`src/rtl/cdb_rr_arbiter_if.sv`:
```
// CDB payload type and the arbiter bus interface.
// The arbiter drives the master side; the requesters and consumers sit on the slave side.
package cdb_rr_pkg;
    // One common-data-bus broadcast: valid flag, ROB tag and result value.
    typedef struct packed {
        logic        valid;
        logic [5:0]  tag;
        logic [31:0] value;
    } CDB;
endpackage

interface cdb_rr_arbiter_if
    import cdb_rr_pkg::*;
#(
    parameter int N_REQ = 4
);
    localparam int IDX_W = $clog2(N_REQ);

    CDB               RS_CDB_in [0:N_REQ-1];
    logic             stall;
    logic             flush;
    logic             RS_flush  [0:N_REQ-1];
    CDB               CDB_out;
    logic [IDX_W-1:0] grant_idx;

    modport master (
        input  RS_CDB_in,
        input  stall,
        input  flush,
        output RS_flush,
        output CDB_out,
        output grant_idx
    );

    modport slave (
        output RS_CDB_in,
        output stall,
        output flush,
        input  RS_flush,
        input  CDB_out,
        input  grant_idx
    );
endinterface

```
`src/rtl/cdb_rr_arbiter.sv`:
```
// CDB arbiter: picks one requester per unstalled cycle, using either a
// round-robin pointer or fixed priority with age-based promotion, and
// registers the winner's broadcast onto the common data bus.
module cdb_rr_arbiter
    import cdb_rr_pkg::*;
#(
    parameter int N_REQ     = 4,
    parameter int MODE      = 1,
    parameter int AGE_LIMIT = 8
) (
    input  logic             clk,
    input  logic             rst,
    cdb_rr_arbiter_if.master bus
);
    localparam int          IDX_W    = $clog2(N_REQ);
    localparam int unsigned N_U      = N_REQ;
    localparam logic [7:0]  AGE_LIM8 = 8'(AGE_LIMIT);

    logic [N_REQ-1:0] req_valid;
    logic             any_req;
    logic             grant;
    logic [IDX_W-1:0] winner;

    // Collect the per-requester valid bits.
    always_comb begin
        req_valid = '0;
        for (int unsigned i = 0; i < N_U; i++) begin
            req_valid[i] = bus.RS_CDB_in[i].valid;
        end
    end

    assign any_req = |req_valid;
    // Flush outranks stall; both block the grant, as does reset.
    assign grant   = !rst && !bus.flush && !bus.stall && any_req;

    if (MODE == 1) begin : g_rr
        logic [IDX_W-1:0] ptr;
        logic [IDX_W-1:0] rr_pick;
        logic             rr_found;
        int unsigned      idx;

        // Search from ptr upward, wrapping explicitly at N_REQ.
        always_comb begin
            rr_pick  = '0;
            rr_found = 1'b0;
            idx      = 0;
            for (int unsigned k = 0; k < N_U; k++) begin
                idx = k + {{(32-IDX_W){1'b0}}, ptr};
                if (idx >= N_U) begin
                    idx = idx - N_U;
                end
                if (!rr_found && req_valid[idx[IDX_W-1:0]]) begin
                    rr_pick  = idx[IDX_W-1:0];
                    rr_found = 1'b1;
                end
            end
        end

        assign winner = rr_pick;

        // Pointer moves just past the winner; flush returns it to 0.
        always_ff @(posedge clk or posedge rst) begin
            if (rst) begin
                ptr <= '0;
            end else if (bus.flush) begin
                ptr <= '0;
            end else if (grant) begin
                ptr <= (winner == IDX_W'(N_REQ - 1)) ? '0 : winner + 1'b1;
            end
        end
    end else begin : g_fixed
        logic [7:0]       age [N_REQ];
        logic [N_REQ-1:0] aged;
        logic [IDX_W-1:0] fx_pick;
        logic             fx_found;

        // A requester is promoted once it has waited AGE_LIMIT cycles.
        always_comb begin
            aged = '0;
            for (int unsigned i = 0; i < N_U; i++) begin
                aged[i] = req_valid[i] && (age[i] >= AGE_LIM8);
            end
        end

        // Lowest-index aged requester first, otherwise lowest-index valid.
        always_comb begin
            fx_pick  = '0;
            fx_found = 1'b0;
            for (int unsigned i = 0; i < N_U; i++) begin
                if (!fx_found && aged[i]) begin
                    fx_pick  = IDX_W'(i);
                    fx_found = 1'b1;
                end
            end
            for (int unsigned i = 0; i < N_U; i++) begin
                if (!fx_found && req_valid[i]) begin
                    fx_pick  = IDX_W'(i);
                    fx_found = 1'b1;
                end
            end
        end

        assign winner = fx_pick;

        // Saturating wait counters; stall freezes them, flush clears them.
        always_ff @(posedge clk or posedge rst) begin
            if (rst) begin
                for (int unsigned i = 0; i < N_U; i++) begin
                    age[i] <= '0;
                end
            end else if (bus.flush) begin
                for (int unsigned i = 0; i < N_U; i++) begin
                    age[i] <= '0;
                end
            end else if (!bus.stall) begin
                for (int unsigned i = 0; i < N_U; i++) begin
                    if (!req_valid[i] || (grant && winner == IDX_W'(i))) begin
                        age[i] <= '0;
                    end else if (age[i] != '1) begin
                        age[i] <= age[i] + 8'd1;
                    end
                end
            end
        end
    end

    // One-hot grant pulse and winner index, zero when nothing is granted.
    always_comb begin
        for (int unsigned i = 0; i < N_U; i++) begin
            bus.RS_flush[i] = grant && (winner == IDX_W'(i));
        end
        bus.grant_idx = grant ? winner : '0;
    end

    // Registered broadcast: load winner, hold under stall, otherwise clear.
    always_ff @(posedge clk or posedge rst) begin
        if (rst) begin
            bus.CDB_out <= '0;
        end else if (grant) begin
            bus.CDB_out <= bus.RS_CDB_in[winner];
        end else if (bus.flush || !bus.stall) begin
            bus.CDB_out <= '0;
        end
    end
endmodule
```
`src/flat_wrapper.sv`:
```
// flat-port wrapper written by rule: the top's interface ports become plain ports
module cdb_rr_arbiter_flat import cdb_rr_pkg::*;
#(
    parameter int N_REQ     = 4,
    parameter int MODE      = 1,
    parameter int AGE_LIMIT = 8
)
  (clk, rst, bus_RS_CDB_in, bus_stall, bus_flush, bus_RS_flush, bus_CDB_out, bus_grant_idx);
  cdb_rr_arbiter_if #(.N_REQ(N_REQ)) bus_i ();
  input  logic clk;
  input  logic rst;
  input wire logic [$bits(bus_i.RS_CDB_in)-1:0] bus_RS_CDB_in;
  input wire logic [$bits(bus_i.stall)-1:0] bus_stall;
  input wire logic [$bits(bus_i.flush)-1:0] bus_flush;
  output wire logic [$bits(bus_i.RS_flush)-1:0] bus_RS_flush;
  output wire logic [$bits(bus_i.CDB_out)-1:0] bus_CDB_out;
  output wire logic [$bits(bus_i.grant_idx)-1:0] bus_grant_idx;
  assign bus_i.RS_CDB_in = {>>{bus_RS_CDB_in}};
  assign bus_i.stall = bus_stall;
  assign bus_i.flush = bus_flush;
  assign bus_RS_flush = {>>{bus_i.RS_flush}};
  assign bus_CDB_out = bus_i.CDB_out;
  assign bus_grant_idx = bus_i.grant_idx;
  cdb_rr_arbiter #(.N_REQ(N_REQ), .MODE(MODE), .AGE_LIMIT(AGE_LIMIT)) u_core (.clk(clk), .rst(rst), .bus(bus_i));
endmodule
```
`config.mk`:
```
export PLATFORM = sky130hd
export DESIGN_NAME = cdb_rr_arbiter_flat
export DESIGN_NICKNAME = d
export VERILOG_FILES = /design/src/rtl/cdb_rr_arbiter_if.sv /design/src/rtl/cdb_rr_arbiter.sv /design/src/flat_wrapper.sv
export SDC_FILE = /design/constraint.sdc
export NUM_CORES = 1
export LEC_CHECK = 0
export CORE_MARGIN = 1
export CORE_UTILIZATION = 25
export DETAILED_ROUTE_END_ITERATION = 8
export SYNTH_ARGS = -nofsm -noshare
export SYNTH_HDL_FRONTEND = slang
export SYNTH_SLANG_ARGS = --single-unit
```
`constraint.sdc`:
```
create_clock -name clk -period 3.65 [get_ports clk]
set_input_delay 0.5475 -clock clk [delete_from_list [all_inputs] [get_ports clk]]
set_output_delay 0.5475 -clock clk [all_outputs]
set_load 0.005 [all_outputs]
```
==> results.md, run 1 <==
* Leak Pwr at 2.36 nW
* Slew HR at 31.0%
* Hold buffer count at cts at 0
* Die width at 105 um
* Required @ worst endpoint at 3.10 ns
* Worst setup path endpoint: bus_grant_idx[0]
* Die Height at 105 um
* Actual slew at the worst max-slew pin at 1.03 ns
* Clock-pin transition on the worst setup and hold timing paths at 0.07 ns
* Layout area overhead at 84.6%
* Dpl hpwl at 7120 um
* Number of cell rows at 37
* Clk Latency, worst-skew pair at 0.29 ns
* Core footprint at 0.0103 mm2
* Sequential element share of the synthesized area at 38.5%
* Num CTS Buffers at 5
* Min cycle time layout at 3.22 ns
* Tcrit/Tclk final at 88.1%
* Crit. Startpoint: bus_RS_CDB_in[77]
* PnR Total Power at 1.25 mW
* Final Skew at 0.0130 ns
* Avg Cell Area, Syn at 7.23 um2
* GRT Max-Usage Layer: met2
* Setup violators final at 0
* Reg2Reg Depth at 7
* Final setup TNS at 0 ns
* Mapped Cells at 369
* Hold path cells at 1
* Layout cell share with drive strength beyond 1 at 3.76%
* CTS Root Buffer Type: clkbuf_8
* Routed via count at 3268
* Initial DRC Count at 130
* Startpoint Class: input pin
* Setup CP Type: in -> out
* CTS resizes at 0
* CTS tree: built
* Ant. Diodes at 0
* IO Port Bufs at 204
* Global Route Usage Sum at 18.3%
* Synth unique cells at 27
* Nets at 720
* Largest net degree at the start of global routing at 67
* Initial antenna violation count at 0
* Peak Freq at 311 MHz
* RSZ-0062 raised after global routing: no
* Yosys warning count at 0
* Routed Antenna Nets at 0
* Status: finished clean
* Met3 Use GR at 3.71%
* Global-route met1 utilization at 22.3%
* Max-slew violations at 0
* Power per cell area at 254 mW/mm2
* CTS Buffer Depth at 2
* GP Congestion at 0.822
* RR Startpoint: u_core.g_rr.ptr[1]
* IO Pins at 205
* Post-DR wirelength/cell at 14.7 um
* Worst Hold Class: reg -> reg
* Via density at 4.70
* DRC at 0
* Number of global-route vias before repair at 3409
* Max-cap viol count at 0
* Met2 usage at 32.0%
* #FFs+latches synth at 41
* Net Count, Synth at 531
* Layout filler cell count at 1027
* Critical path fanouts, max at 40
* Post-CTS setup buffers at 0
* Worst Setup End Kind: output pin
* CP arrival at 2.67 ns
* Die area at 0.0111 mm2
* First-pass GRT wire length at 16300 um
* Starting Density at 25.8%
* Drt pass-1 iters at 4
* DRT Wirelength at 10200 um
* H-tree levels at 2
* Peak VDD IR at 0.000133 V
* Final hold vios at 0
* RR Endpoint: u_core.bus.CDB_out[28]
* Post-synthesis instance area at 0.00267 mm2
* R2r setup slk at 1.40 ns
* Gr ovfl total at 0
* Clk sink count at 41
## flip-flops by register name, summed over array words and instances (netlist names)
signal and flops:
u_core.g_rr.ptr 2, u_core.bus.CDB_out 39
## per-layer routing
layer | vias to the layer above | wire (um)
met5 | - | 0
met3 | 17 | 671
li1 | 1631 | -
met2 | 134 | 4940
met4 | 0 | 252
met1 | 1486 | 4360
## power by group
group / total (mW) / switching [mW] / leakage [nW] / internal (mW)
clock network: 0.324 / 0.153 / 0.0542 / 0.171
logic: 0.432 / 0.179 / 1.74 / 0.253
registers: 0.494 / 0.0150 / 0.561 / 0.479
total: 1.25 / 0.347 / 2.36 / 0.903
## worst max-delay path, stage by stage
cell	delay (ns)
clkdlybuf4s50_1	0.58
or3b_1	0.41
o221ai_4	0.10
buf_4	0.43
nor2_1	0.11
clkdlybuf4s50_1	0.48
## cell families after synthesis
logic type | count (synthesis) | synth area share, %
mux | 1 | 0.375
compound gates | 123 | 29.9
simple gates | 168 | 24.6
buf+inv | 34 | 5.77
flops | 41 | 38.5
fa+ha+maj | 2 | 0.938
## cells in the final DEF (no fill, tap or decap), drive strengths merged
cell / instances
o41ai: 1
nand2: 155
or3: 1
clkinv: 1
nor2b: 2
and2: 2
clkbuf: 7
o221ai: 1
or2: 1
a211oi: 2
o21ai: 1
nor2: 3
nor3: 2
or3b: 1
a21oi: 77
a211o: 38
buf: 6
inv: 6
clkdlybuf4s50: 204
nand2b: 1
mux2i: 1
a21boi: 1
o41a: 1
dfrtp: 41
a221oi: 1
ha: 2
## worst min path at each step
stage	from	to	slack [ns]
floorplan	u_core.bus.CDB_out[38]	u_core.bus.CDB_out[38]	0.47
global placement	u_core.bus.CDB_out[4]	u_core.bus.CDB_out[4]	0.47
detailed placement	u_core.bus.CDB_out[38]	u_core.bus.CDB_out[38]	0.47
CTS	u_core.bus.CDB_out[26]	u_core.bus.CDB_out[26]	0.49
global route	u_core.bus.CDB_out[23]	u_core.bus.CDB_out[23]	0.51
finish	u_core.bus.CDB_out[21]	u_core.bus.CDB_out[21]	0.49
## final cells by class
type                       count  area, um2  share of cell area [%]
clock buffer                   7       96.3                    1.96
tap                          136        170                    3.46
multi-input combinational    294       1520                    30.8
inverter                       6       22.5                   0.457
clock inverter                 1       5.00                   0.102
timing repair buffer         210       2090                    42.4
sequential                    41       1030                    20.8
## cell usage after synthesis
library cell	n	area, um2
a211o_1	38	333
nor2_1	3	11.3
buf_6	1	11.3
inv_2	1	3.75
or2_2	1	6.26
nand2_1	155	582
nor3_1	2	10.0
or3b_1	1	8.76
clkbuf_1	18	67.6
inv_1	5	18.8
mux2i_1	1	10.0
ha_1	2	25.0
o41ai_2	1	16.3
buf_4	3	22.5
o41a_1	1	11.3
a221oi_1	1	8.76
and2_1	2	12.5
a21oi_1	77	385
a211oi_1	2	15.0
a21boi_1	1	7.51
or3_1	1	6.26
buf_2	6	30.0
o21ai_1	1	5.00
dfrtp_1	41	1030
nor2b_1	2	12.5
nand2b_1	1	6.26
o221ai_2	1	15.0
## metrics by stage
| stage | util (%) | hold slack [ns] | worst slack, ns | cells | instance area (um2) |
|---|---|---|---|---|---|
| 2_1_floorplan | - | 0.470 | 1.42 | 369 | 2670 |
| 4_1_cts | 47.7 | 0.495 | 0.421 | 695 | 4920 |
| 3_5_place_dp | 46.7 | 0.470 | 0.445 | 687 | 4820 |
| 3_3_place_gp | 46.7 | 0.468 | 0.486 | 687 | 4820 |
| 6_report | 47.7 | 0.490 | 0.433 | 695 | 4920 |
| 5_1_grt | 47.7 | 0.508 | 0.294 | 695 | 4920 |
Power figures use the tool's default switching activity.
==> inputs of run 2 (changes only) <==
--- a/config.mk
+++ b/config.mk
@@ -8,6 +8,7 @@
 export CORE_MARGIN = 1
 export CORE_UTILIZATION = 25
 export DETAILED_ROUTE_END_ITERATION = 8
+export RECOVER_POWER = 50
 export SYNTH_ARGS = -nofsm -noshare
 export SYNTH_HDL_FRONTEND = slang
 export SYNTH_SLANG_ARGS = --single-unit
==> run 2 against run 1 <==
  * The flow now finishes with violations (max-capacitance violations, max-slew violations)
  * First-iteration DRC count rose by 6.9%
  * Maximum frequency barely moved
  * Wire length fell by 0.34%
  * Largest power group unchanged
  * Highest routed layer unchanged
  * Largest cell class unchanged
  * Hold slack got worse by 0.0056 ns
  * Global-route usage did not move
  * Register-to-register slack barely moved
  * Worst setup slack barely moved
  * Cell area did not move
  * Non-clock buffer count did not move
  * Count of clock-buffer cells in the layout did not move
==> results.md, run 2 (synthesis gave the netlist of run 1 again) <==
* Max-cap viol count at 1 (+1)
* Status: finished, violations left
* Post-CTS setup buffers at 0 (unchanged)
* H-tree levels at 2 (unchanged)
* Largest regs: u_core.bus.CDB_out x39, u_core.g_rr.ptr x2
* Setup violators final at 0 (unchanged)
* Peak Freq at 311 MHz (about the same)
* CP arrival at 2.67 ns (about the same)
* Power share of the clock group at 26.1% (+0.2 points)
* Initial DRC Count at 139 (+6.9%)
* Drt pass-1 iters at 4 (unchanged)
* IO Pins at 205 (unchanged)
* Die Height at 105 um (unchanged)
* Clk sink count at 41 (unchanged)
* Routed via count at 3280 (+0.37%)
* CTS resizes at 0 (unchanged)
* DRT Wirelength at 10200 um (-0.34%)
* Dpl hpwl at 7120 um (unchanged)
* Actual slew at the worst max-slew pin at 1.61 ns (+0.577 ns)
* Max-slew violations at 42 (+42)
* RSZ-0062 raised after global routing: no
* Layout area overhead at 84.6% (unchanged)
* Clock-pin transition on the worst setup and hold timing paths at 0.08 ns (about the same)
* DP Worst Slack at 0.445 ns (unchanged)
* Startpoint Class: input pin
* Setup CP Type: in -> out
* Layout filler cell count at 1027 (unchanged)
* Final hold vios at 0 (unchanged)
* Switching part of the total at 27.9% (+0.067 points)
* DRC at 0 (unchanged)
* Required @ worst endpoint at 3.10 ns (about the same)
* First-pass GRT wire length at 16300 um (unchanged)
* Max FFs per register at 39 (unchanged)
* Final setup TNS at 0 ns (unchanged)
* Die area at 0.0111 mm2 (unchanged)
* Starting Density at 25.8% (unchanged)
* Peak VDD IR at 0.000132 V (-1.2%)
* Most frequent cells in the layout: clkdlybuf4s50_1, nand2_1, a21oi_1, dfrtp_1, a211o_1
* CTS Buffer Depth at 2 (unchanged)
* CTS tree: built
* CTS Root Buffer Type: clkbuf_8
* Failing checks: max-capacitance violations, max-slew violations
* Die width at 105 um (unchanged)
* Final setup margin at 0.433 ns (-0.000418 ns)
* Layout cell share with drive strength beyond 1 at 3.58% (-0.18 points)
* Hold buffer count at cts at 0 (unchanged)
* Tcrit/Tclk final at 88.1% (about the same)
* Global Route Usage Sum at 18.3% (unchanged)
* Critical path fanouts, max at 40 (unchanged)
* Psw at 0.346 mW (-0.27%)
* Largest net degree at the start of global routing at 67 (unchanged)
* Commonest non-fill, non-tap cell in the layout: clkdlybuf4s50_1
* Post-DR wirelength/cell at 14.7 um (-0.34%)
* Worst Setup End Kind: output pin
* Number of cell rows at 37 (unchanged)
* Clk Latency, worst-skew pair at 0.29 ns (about the same)
* Routed Antenna Nets at 0 (unchanged)
* Num CTS Buffers at 5 (unchanged)
* Min cycle time layout at 3.22 ns (+0.000418 ns)
* Initial antenna violation count at 0 (unchanged)
* Gr ovfl total at 0 (unchanged)
* Number of global-route vias before repair at 3409 (unchanged)
* Comb power frac at 34.3% (-0.3 points)
* Reg power frac at 39.7% (+0.2 points)
* Slew HR at -7.47% (-38 points)
* Nets at 720 (unchanged)
* Most flop-heavy register: u_core.bus.CDB_out
* IO Port Bufs at 204 (unchanged)
* Leak Pwr at 2.43 nW (+3.0%)
* GP Congestion at 0.822 (unchanged)
* Final Skew at 0.0131 ns (+0.0000858 ns)
* Power per cell area at 253 mW/mm2 (-0.51%)
* Worst Hold Class: reg -> reg
* Core footprint at 0.0103 mm2 (unchanged)
* Via density at 4.72 (+0.37%)
* Final core utilization at 47.7% (unchanged)
* Ant. Diodes at 0 (unchanged)
* P_int at 0.897 mW (-0.60%)
## run 2: per-stage QoR
step                      total power [mW]  instance area [um2]  hold WS (ns)  cells
final                                 1.24                 4920         0.484    695
after global routing                  1.33                 4920         0.502    695
after CTS                             1.28                 4920         0.495    695
after detailed placement             0.937                 4820         0.470    687
after global placement               0.933                 4820         0.468    687
after floorplan                      0.668                 2670         0.470    369
## run 2: layer usage
layer / vias to the layer above / part of all wire (%) / global-route usage [%]
li1: 1631 / - / -
met1: 1492 / 42 / 22.3
met2: 140 / 49 / 32.0
met3: 17 / 6.7 / 3.71
met4: 0 / 2.5 / 5.94
met5: - / 0 / 0
## run 2: layout make-up
type	count	area (um2)	share of cell area [%]
multi-input combinational	294	1520	30.8
timing repair buffer	210	2090	42.4
clock inverter	1	5.00	0.102
tap	136	170	3.46
inverter	6	22.5	0.457
sequential	41	1030	20.8
clock buffer	7	96.3	1.96
## run 2: worst paths after layout
check / from / depth (start not counted) / endpoint / slack (ns)
setup reg to reg: u_core.g_rr.ptr[1] / 7 / u_core.bus.CDB_out[12] / 1.41
hold / removal: u_core.bus.CDB_out[17] / 1 / u_core.bus.CDB_out[17] / 0.48
setup / recovery: bus_RS_CDB_in[77] / 6 / bus_grant_idx[0] / 0.43
min in group asynchronous: rst / 2 / u_core.bus.CDB_out[2] / 1.22
hold reg to reg: u_core.bus.CDB_out[17] / 1 / u_core.bus.CDB_out[17] / 0.48
max in group asynchronous: rst / 2 / u_core.bus.CDB_out[15] / 1.49
## run 2: power by group through the flow
stage,registers (mW),clock network (mW),logic (mW)
after floorplan,0.504,0,0.164
after global placement,0.502,0,0.431
after detailed placement,0.503,0,0.434
after CTS,0.494,0.346,0.437
after global routing,0.497,0.364,0.470
final,0.493,0.324,0.426
## run 2: critical path, stage by stage
cell	delay, ns
clkdlybuf4s50_1	0.58
or3b_1	0.41
o221ai_4	0.10
buf_4	0.42
nor2_1	0.11
clkdlybuf4s50_1	0.48
